==> src/rtl/axi_lite_arbiter_pkg.sv <==
// Shared types and constants for the two-requester AXI-Lite arbiter.
// Holds the sequencing FSM encoding and the AXI response codes.
package axi_lite_arbiter_pkg;

  typedef enum logic [2:0] {
    IDLE    = 3'd0,
    WR_AW_W = 3'd1,
    WR_B    = 3'd2,
    RD_AR   = 3'd3,
    RD_R    = 3'd4,
    RSP     = 3'd5
  } arb_state_e;

  localparam logic [1:0] OKAY   = 2'b00;
  localparam logic [1:0] EXOKAY = 2'b01;
  localparam logic [1:0] SLVERR = 2'b10;
  localparam logic [1:0] DECERR = 2'b11;

  localparam logic [3:0] WSTRB_ALL = 4'hF;

  function automatic logic [1:0] onehot2(input logic idx);
    return idx ? 2'b10 : 2'b01;
  endfunction

endpackage

==> src/rtl/axi_lite_arbiter_rr_arbiter2.sv <==
// Two-way round-robin grant. last is the one-hot grant of the previous
// completed transaction; 2'b00 (nothing granted yet) favours requester 0.
module rr_arbiter2 (
  input  logic [1:0] req,
  input  logic [1:0] last,
  output logic [1:0] grant
);

  always_comb begin
    grant = req;
    if (req == 2'b11) begin
      grant = (last == 2'b01) ? 2'b10 : 2'b01;
    end
  end

endmodule

==> src/rtl/axi_lite_arbiter.sv <==
// Shares one AXI-Lite master port between two requesters, one transaction
// at a time, with round-robin grant and a one-cycle completion pulse.
//
// state   | meaning
// IDLE    | offer req_ready to the granted requester, latch on handshake
// WR_AW_W | AWVALID/WVALID outstanding, each drops on its own READY
// WR_B    | BREADY high, waiting for the write response
// RD_AR   | ARVALID outstanding until ARREADY
// RD_R    | RREADY high, waiting for read data
// RSP     | rsp_valid pulse to the owner, round-robin pointer update
module axi_lite_arbiter
  import axi_lite_arbiter_pkg::*;
#(
  parameter int ADDR_W = 11,
  parameter int DATA_W = 32
) (
  input  logic                   aCLK,
  input  logic                   ARESETn,

  input  logic [1:0]             req_valid,
  input  logic [1:0]             req_write,
  input  logic [1:0][ADDR_W-1:0] req_addr,
  input  logic [1:0][DATA_W-1:0] req_wdata,
  output logic [1:0]             req_ready,
  output logic [1:0]             rsp_valid,
  output logic [DATA_W-1:0]      rsp_rdata,
  output logic [1:0]             rsp_resp,

  output logic [ADDR_W-1:0]      AWADDR,
  output logic                   AWVALID,
  input  logic                   AWREADY,
  output logic [DATA_W-1:0]      WDATA,
  output logic [3:0]             WSTRB,
  output logic                   WVALID,
  input  logic                   WREADY,
  input  logic [1:0]             BRESP,
  input  logic                   BVALID,
  output logic                   BREADY,
  output logic [ADDR_W-1:0]      ARADDR,
  output logic                   ARVALID,
  input  logic                   ARREADY,
  input  logic [DATA_W-1:0]      RDATA,
  input  logic [1:0]             RRESP,
  input  logic                   RVALID,
  output logic                   RREADY
);

  arb_state_e state_q, state_d;

  logic [1:0] rr_last_q;
  logic       gnt_idx_q;
  logic [1:0] grant;
  logic       accept;
  logic       accept_idx;
  logic       sel_write;
  logic       aw_ok;
  logic       w_ok;

  rr_arbiter2 u_rr (
    .req   (req_valid),
    .last  (rr_last_q),
    .grant (grant)
  );

  // Gated by ARESETn so nothing looks accepted while reset is being applied.
  assign req_ready  = (state_q == IDLE && ARESETn) ? grant : 2'b00;
  assign accept     = |(req_valid & req_ready);
  assign accept_idx = req_ready[1];
  assign sel_write  = req_write[accept_idx];

  // A channel is finished once its VALID has dropped or is being taken now.
  assign aw_ok = !AWVALID || AWREADY;
  assign w_ok  = !WVALID  || WREADY;

  always_ff @(posedge aCLK) begin
    if (!ARESETn) begin
      state_q <= IDLE;
    end else begin
      state_q <= state_d;
    end
  end

  always_comb begin
    state_d = state_q;
    case (state_q)
      IDLE: begin
        if (accept) begin
          state_d = sel_write ? WR_AW_W : RD_AR;
        end
      end
      WR_AW_W: begin
        if (aw_ok && w_ok) begin
          state_d = WR_B;
        end
      end
      WR_B: begin
        if (BVALID) begin
          state_d = RSP;
        end
      end
      RD_AR: begin
        if (ARREADY) begin
          state_d = RD_R;
        end
      end
      RD_R: begin
        if (RVALID) begin
          state_d = RSP;
        end
      end
      RSP:     state_d = IDLE;
      default: state_d = IDLE;
    endcase
  end

  // Request capture and AXI address/data channel drive.
  always_ff @(posedge aCLK) begin
    if (!ARESETn) begin
      gnt_idx_q <= 1'b0;
      AWADDR    <= '0;
      WDATA     <= '0;
      ARADDR    <= '0;
      AWVALID   <= 1'b0;
      WVALID    <= 1'b0;
      ARVALID   <= 1'b0;
    end else begin
      if (state_q == IDLE && accept) begin
        gnt_idx_q <= accept_idx;
        if (sel_write) begin
          AWADDR  <= req_addr[accept_idx];
          WDATA   <= req_wdata[accept_idx];
          AWVALID <= 1'b1;
          WVALID  <= 1'b1;
        end else begin
          ARADDR  <= req_addr[accept_idx];
          ARVALID <= 1'b1;
        end
      end
      if (AWVALID && AWREADY) begin
        AWVALID <= 1'b0;
      end
      if (WVALID && WREADY) begin
        WVALID <= 1'b0;
      end
      if (ARVALID && ARREADY) begin
        ARVALID <= 1'b0;
      end
    end
  end

  // Response capture; rsp_rdata only ever changes on a read completion.
  always_ff @(posedge aCLK) begin
    if (!ARESETn) begin
      rsp_rdata <= '0;
      rsp_resp  <= OKAY;
      rr_last_q <= 2'b00;
    end else begin
      if (state_q == WR_B && BVALID) begin
        rsp_resp <= BRESP;
      end
      if (state_q == RD_R && RVALID) begin
        rsp_rdata <= RDATA;
        rsp_resp  <= RRESP;
      end
      if (state_q == RSP) begin
        rr_last_q <= onehot2(gnt_idx_q);
      end
    end
  end

  assign BREADY    = (state_q == WR_B);
  assign RREADY    = (state_q == RD_R);
  assign WSTRB     = WSTRB_ALL;
  assign rsp_valid = (state_q == RSP) ? onehot2(gnt_idx_q) : 2'b00;

endmodule

==> config.mk <==
export PLATFORM = sky130hd
export DESIGN_NAME = axi_lite_arbiter
export DESIGN_NICKNAME = d
export VERILOG_FILES = /design/src/rtl/axi_lite_arbiter_pkg.sv /design/src/rtl/axi_lite_arbiter_rr_arbiter2.sv /design/src/rtl/axi_lite_arbiter.sv
export SDC_FILE = /design/constraint.sdc
export NUM_CORES = 1
export LEC_CHECK = 0
export CAP_MARGIN = 25
export CELL_PAD_IN_SITES_DETAIL_PLACEMENT = 1
export CELL_PAD_IN_SITES_GLOBAL_PLACEMENT = 1
export CORE_ASPECT_RATIO = 0.5
export CORE_MARGIN = 2
export CORE_UTILIZATION = 25
export CTS_BUF_LIST = sky130_fd_sc_hd__clkbuf_4
export DETAILED_ROUTE_END_ITERATION = 7
export GPL_ROUTABILITY_DRIVEN = 1
export GPL_TIMING_DRIVEN = 0
export HOLD_SLACK_MARGIN = 0.08
export PLACE_DENSITY = 0.82
export REMOVE_ABC_BUFFERS = 1
export SETUP_SLACK_MARGIN = 0.05
export SYNTH_ARGS = -nofsm -noshare
export SYNTH_HDL_FRONTEND = slang
export SYNTH_SLANG_ARGS = --single-unit
==> constraint.sdc <==
create_clock -name aCLK -period 1.8 [get_ports aCLK]
set_input_delay 0.18 -clock aCLK [delete_from_list [all_inputs] [get_ports aCLK]]
set_output_delay 0.18 -clock aCLK [all_outputs]
set_load 0.01 [all_outputs]
==> results.md <==
* Result of the run: complete, but fails checks
* Violations in the final reports: negative setup slack
* Hpwl dp at ~13000 um
* Critical path arrival at 1.71 ns
* Number of max-slew violations in the final report at 0
* Total vias in the final route at between 5000 and 6000
* Worst vdd rail ir drop at 0.000418 V
* Max-slew headroom at the worst pin at 0.496
* Pre-CTS setup slack at -1.04 ns
* Number of nets in the finished design at approximately 920
* Remaining number of nets flagged by the antenna check after routing at 0
* DRC marker count from the first detailed-route iteration at roughly 210
* Buffer levels on the longest clock path at 2
* Leading area contributor after synthesis: sky130_fd_sc_hd__dfxtp_1
* Worst-path clk slew at 0.18 ns
* Instance area after placement at about 0.0074 mm2
* Mean post-synth cell area at 8.53 um2
* Final weighted congestion of routability-driven global placement at ~0.73
* Most frequent cells after synthesis: sky130_fd_sc_hd__dfxtp_1 (97), sky130_fd_sc_hd__nand2_1 (84), sky130_fd_sc_hd__nand3_1 (57)
* Gr usage total at 0.184
* Shortest period the worst path allows at approximately 1.9 ns
* Site Rows at 35
* # H-tree levels at 3
* Max-cap viol count at 0
* Number of warning messages in the yosys log at 0
* Aggregate global routing overflow at 0
* Clock tree from TritonCTS: done
* Slew at the pin closest to its max-slew limit at ~0.76 ns
* Average wire per cell in the routed design at about 19 um
* Final worst-path setup slack at -0.0869 ns
* Hold slack final at about 0.21 ns
* FFs w/ async S/R, synth at 0
* Leakage power of the design at 2.99 nW
* Maximum number of pins on one net before global-route repair at around 100
* CP Capture Type: output port
* Critical Path RT at ~1.6 ns
* Maximum fanout along the worst path at 3
* Distinct cell type count after synthesis at 44
* Hold_buf cts at 0
* Area of the multi-input gates at 0.00284 mm2
* Category of the critical setup timing path: reg2out
* Fin Clk Skew at about 0.043 ns
* Top cells by area, synth: sky130_fd_sc_hd__dfxtp_1 (41%), sky130_fd_sc_hd__mux2i_1 (7.7%), sky130_fd_sc_hd__o211ai_1 (7.5%)
* Top FF cell, synth: sky130_fd_sc_hd__dfxtp_1
* # fillers at 2117
* Fin crit share at 1.05
* Power per Cell Area at between 900 and 1000 mW/mm2
* Area share of the largest cell type after synthesis at 0.406
* Final hold vios at 0
* TritonCTS Sinks at 97
* Number of instances in the synthesized netlist at 561
* Util after Layout at 0.444
* Combined flip-flop and latch cell area at 0.00196 mm2
* Classification of the worst-slack hold path: in2reg
* Global-route wire length before repair at about 29000 um
* Setup repair after global routing missed its margin: yes
* Kind of start point of the critical path: flip-flop
* Number of synthesized register bits at 97
* Via count of the first global-routing pass at ~5500
* Post-route DRC violation count at 0
* Via/cell ratio at 5.09
* Number of enable-type register cells in the synthesized netlist at 0
* Starting density of the core at 0.258
* DIE AREA at 0.0203 mm2
* Total length of routed wires at roughly 20000 um
* Number of top-level pins at ~230
* Setup_tns at -0.328 ns
* Clock tree root driver cell: sky130_fd_sc_hd__clkbuf_4
* Total of buffers placed on input and output ports at about 230
* Number of setup violations in the final report at 16
* Num CTS Buffers at 9
* Post-Syn Area at 0.00479 mm2
* Clk Latency, worst-skew pair at approximately 0.47 ns
* Maximum frequency from static timing analysis at 0.530 GHz
* Most frequently used cell type in the post-synthesis netlist: sky130_fd_sc_hd__dfxtp_1
* Post-layout instance area at 0.00824 mm2
* Share of the yosys chip area belonging to registers at 0.406
* Layout overhead on the synthesized area at 72.2%
* Die height at 102 um
* Total core area at ~0.019 mm2
* Die span in x at ~200 um
* Fraction of layout instances using a drive strength above 1 at 0.145
* First-pass detailed-route iteration total at 4
* Initial antenna violation count at 0
## logic make-up (layout without fill, tap and decap cells)
kind of cell | Yosys count | in the layout | share of synthesized area
compound gates | 133 | 134 | 0.213
buf+inv | 66 | 296 | 0.0601
flops | 97 | 97 | 0.406
mux | 38 | 38 | 0.0797
other cells | 1 | 6 | 0.000783
simple gates | 226 | 226 | 0.240
## cell type report
class                           instances  area share
Timing Repair Buffer                  276       0.354
Multi-Input combinational cell        402       0.345
Sequential cell                        97       0.237
Tap cell                              259      0.0393
Clock inverter                          5      0.0127
Clock buffer                           10     0.00911
Inverter                                5     0.00228
Antenna cell                            2    0.000607
## report_power, final
part	internal [mW]	total (mW)	leakage [nW]	switching, mW
combinational	1.99	3.73	2.10	1.74
sequential	2.64	3.00	0.795	0.360
clock	0.712	1.48	0.0887	0.768
## layer usage
metal / up-vias / track usage / wire (um)
li1: 2544 / - / -
met1: 2644 / 0.200 / 8180
met2: 148 / 0.347 / 10600
met3: 41 / 0.0422 / 840
met4: 0 / 0.0769 / 685
met5: - / 0 / 0
## placed cells by master, fill, tap and decap left out, types with 4 or more instances in the layout
master                            instances
sky130_fd_sc_hd__conb_1                   4
sky130_fd_sc_hd__mux2i_4                  6
sky130_fd_sc_hd__nand2b_1                 4
sky130_fd_sc_hd__mux2i_2                  7
sky130_fd_sc_hd__o21a_1                   4
sky130_fd_sc_hd__buf_6                   11
sky130_fd_sc_hd__nand4_1                 48
sky130_fd_sc_hd__dfxtp_1                 92
sky130_fd_sc_hd__a211oi_1                 4
sky130_fd_sc_hd__a21boi_0                30
sky130_fd_sc_hd__nand3_1                 55
sky130_fd_sc_hd__nand2_1                 83
sky130_fd_sc_hd__o2111a_1                 5
sky130_fd_sc_hd__clkbuf_4                10
sky130_fd_sc_hd__or3_1                    6
sky130_fd_sc_hd__nor2b_1                  7
sky130_fd_sc_hd__o221ai_1                 7
sky130_fd_sc_hd__a21oi_1                  5
sky130_fd_sc_hd__buf_12                   5
sky130_fd_sc_hd__clkdlybuf4s50_1        220
sky130_fd_sc_hd__buf_8                    4
sky130_fd_sc_hd__o211ai_1                48
sky130_fd_sc_hd__o221ai_2                 5
sky130_fd_sc_hd__buf_4                   20
sky130_fd_sc_hd__o2bb2ai_1                6
sky130_fd_sc_hd__buf_2                    5
sky130_fd_sc_hd__mux2i_1                 24
sky130_fd_sc_hd__buf_16                   6
## state kept, by name, indices dropped and copies added, names as in the netlist
register and flops:
rsp_resp 2, ARADDR 11, AWADDR 11, WDATA 32, state_q 3, ARVALID 1
WVALID 1, AWVALID 1, rr_last_q 2, rsp_rdata 32, gnt_idx_q 1
## critical path, stage by stage, from the launching register on
cell and delay (ns):
sky130_fd_sc_hd__dfxtp_4 0.40, sky130_fd_sc_hd__buf_6 0.12, sky130_fd_sc_hd__buf_6 0.11, sky130_fd_sc_hd__nand3b_1 0.26, sky130_fd_sc_hd__nor2_2 0.18, sky130_fd_sc_hd__buf_2 0.16
## per-stage QoR
step | instances | power, mW
floorplan | 503 | 4.25
global placement | 991 | 5.88
detailed placement | 1004 | 6.15
CTS | 1043 | 7.97
global route | 1054 | 8.66
finish | 1056 | 8.21
## timing repair
action                     in CTS  in global routing
buffers inserted               23                  9
setup endpoints to repair      87                 89
pin swaps                       8                 13
cloned                          1                  4
hold endpoints to repair        0                  0
resized for setup              67                 39
## path summary, 6_finish.rpt
check                     from           end  slack [ns]  depth (start not counted)
setup / recovery    state_q[1]  rsp_valid[0]       -0.09                          5
hold / removal         ARESETn       AWVALID        0.21                          2
setup reg to reg    state_q[1]    state_q[0]       -0.02                          6
hold reg to reg   rsp_rdata[0]  rsp_rdata[0]        0.47                          2
Note: power is estimated with default switching activity, not from simulation.
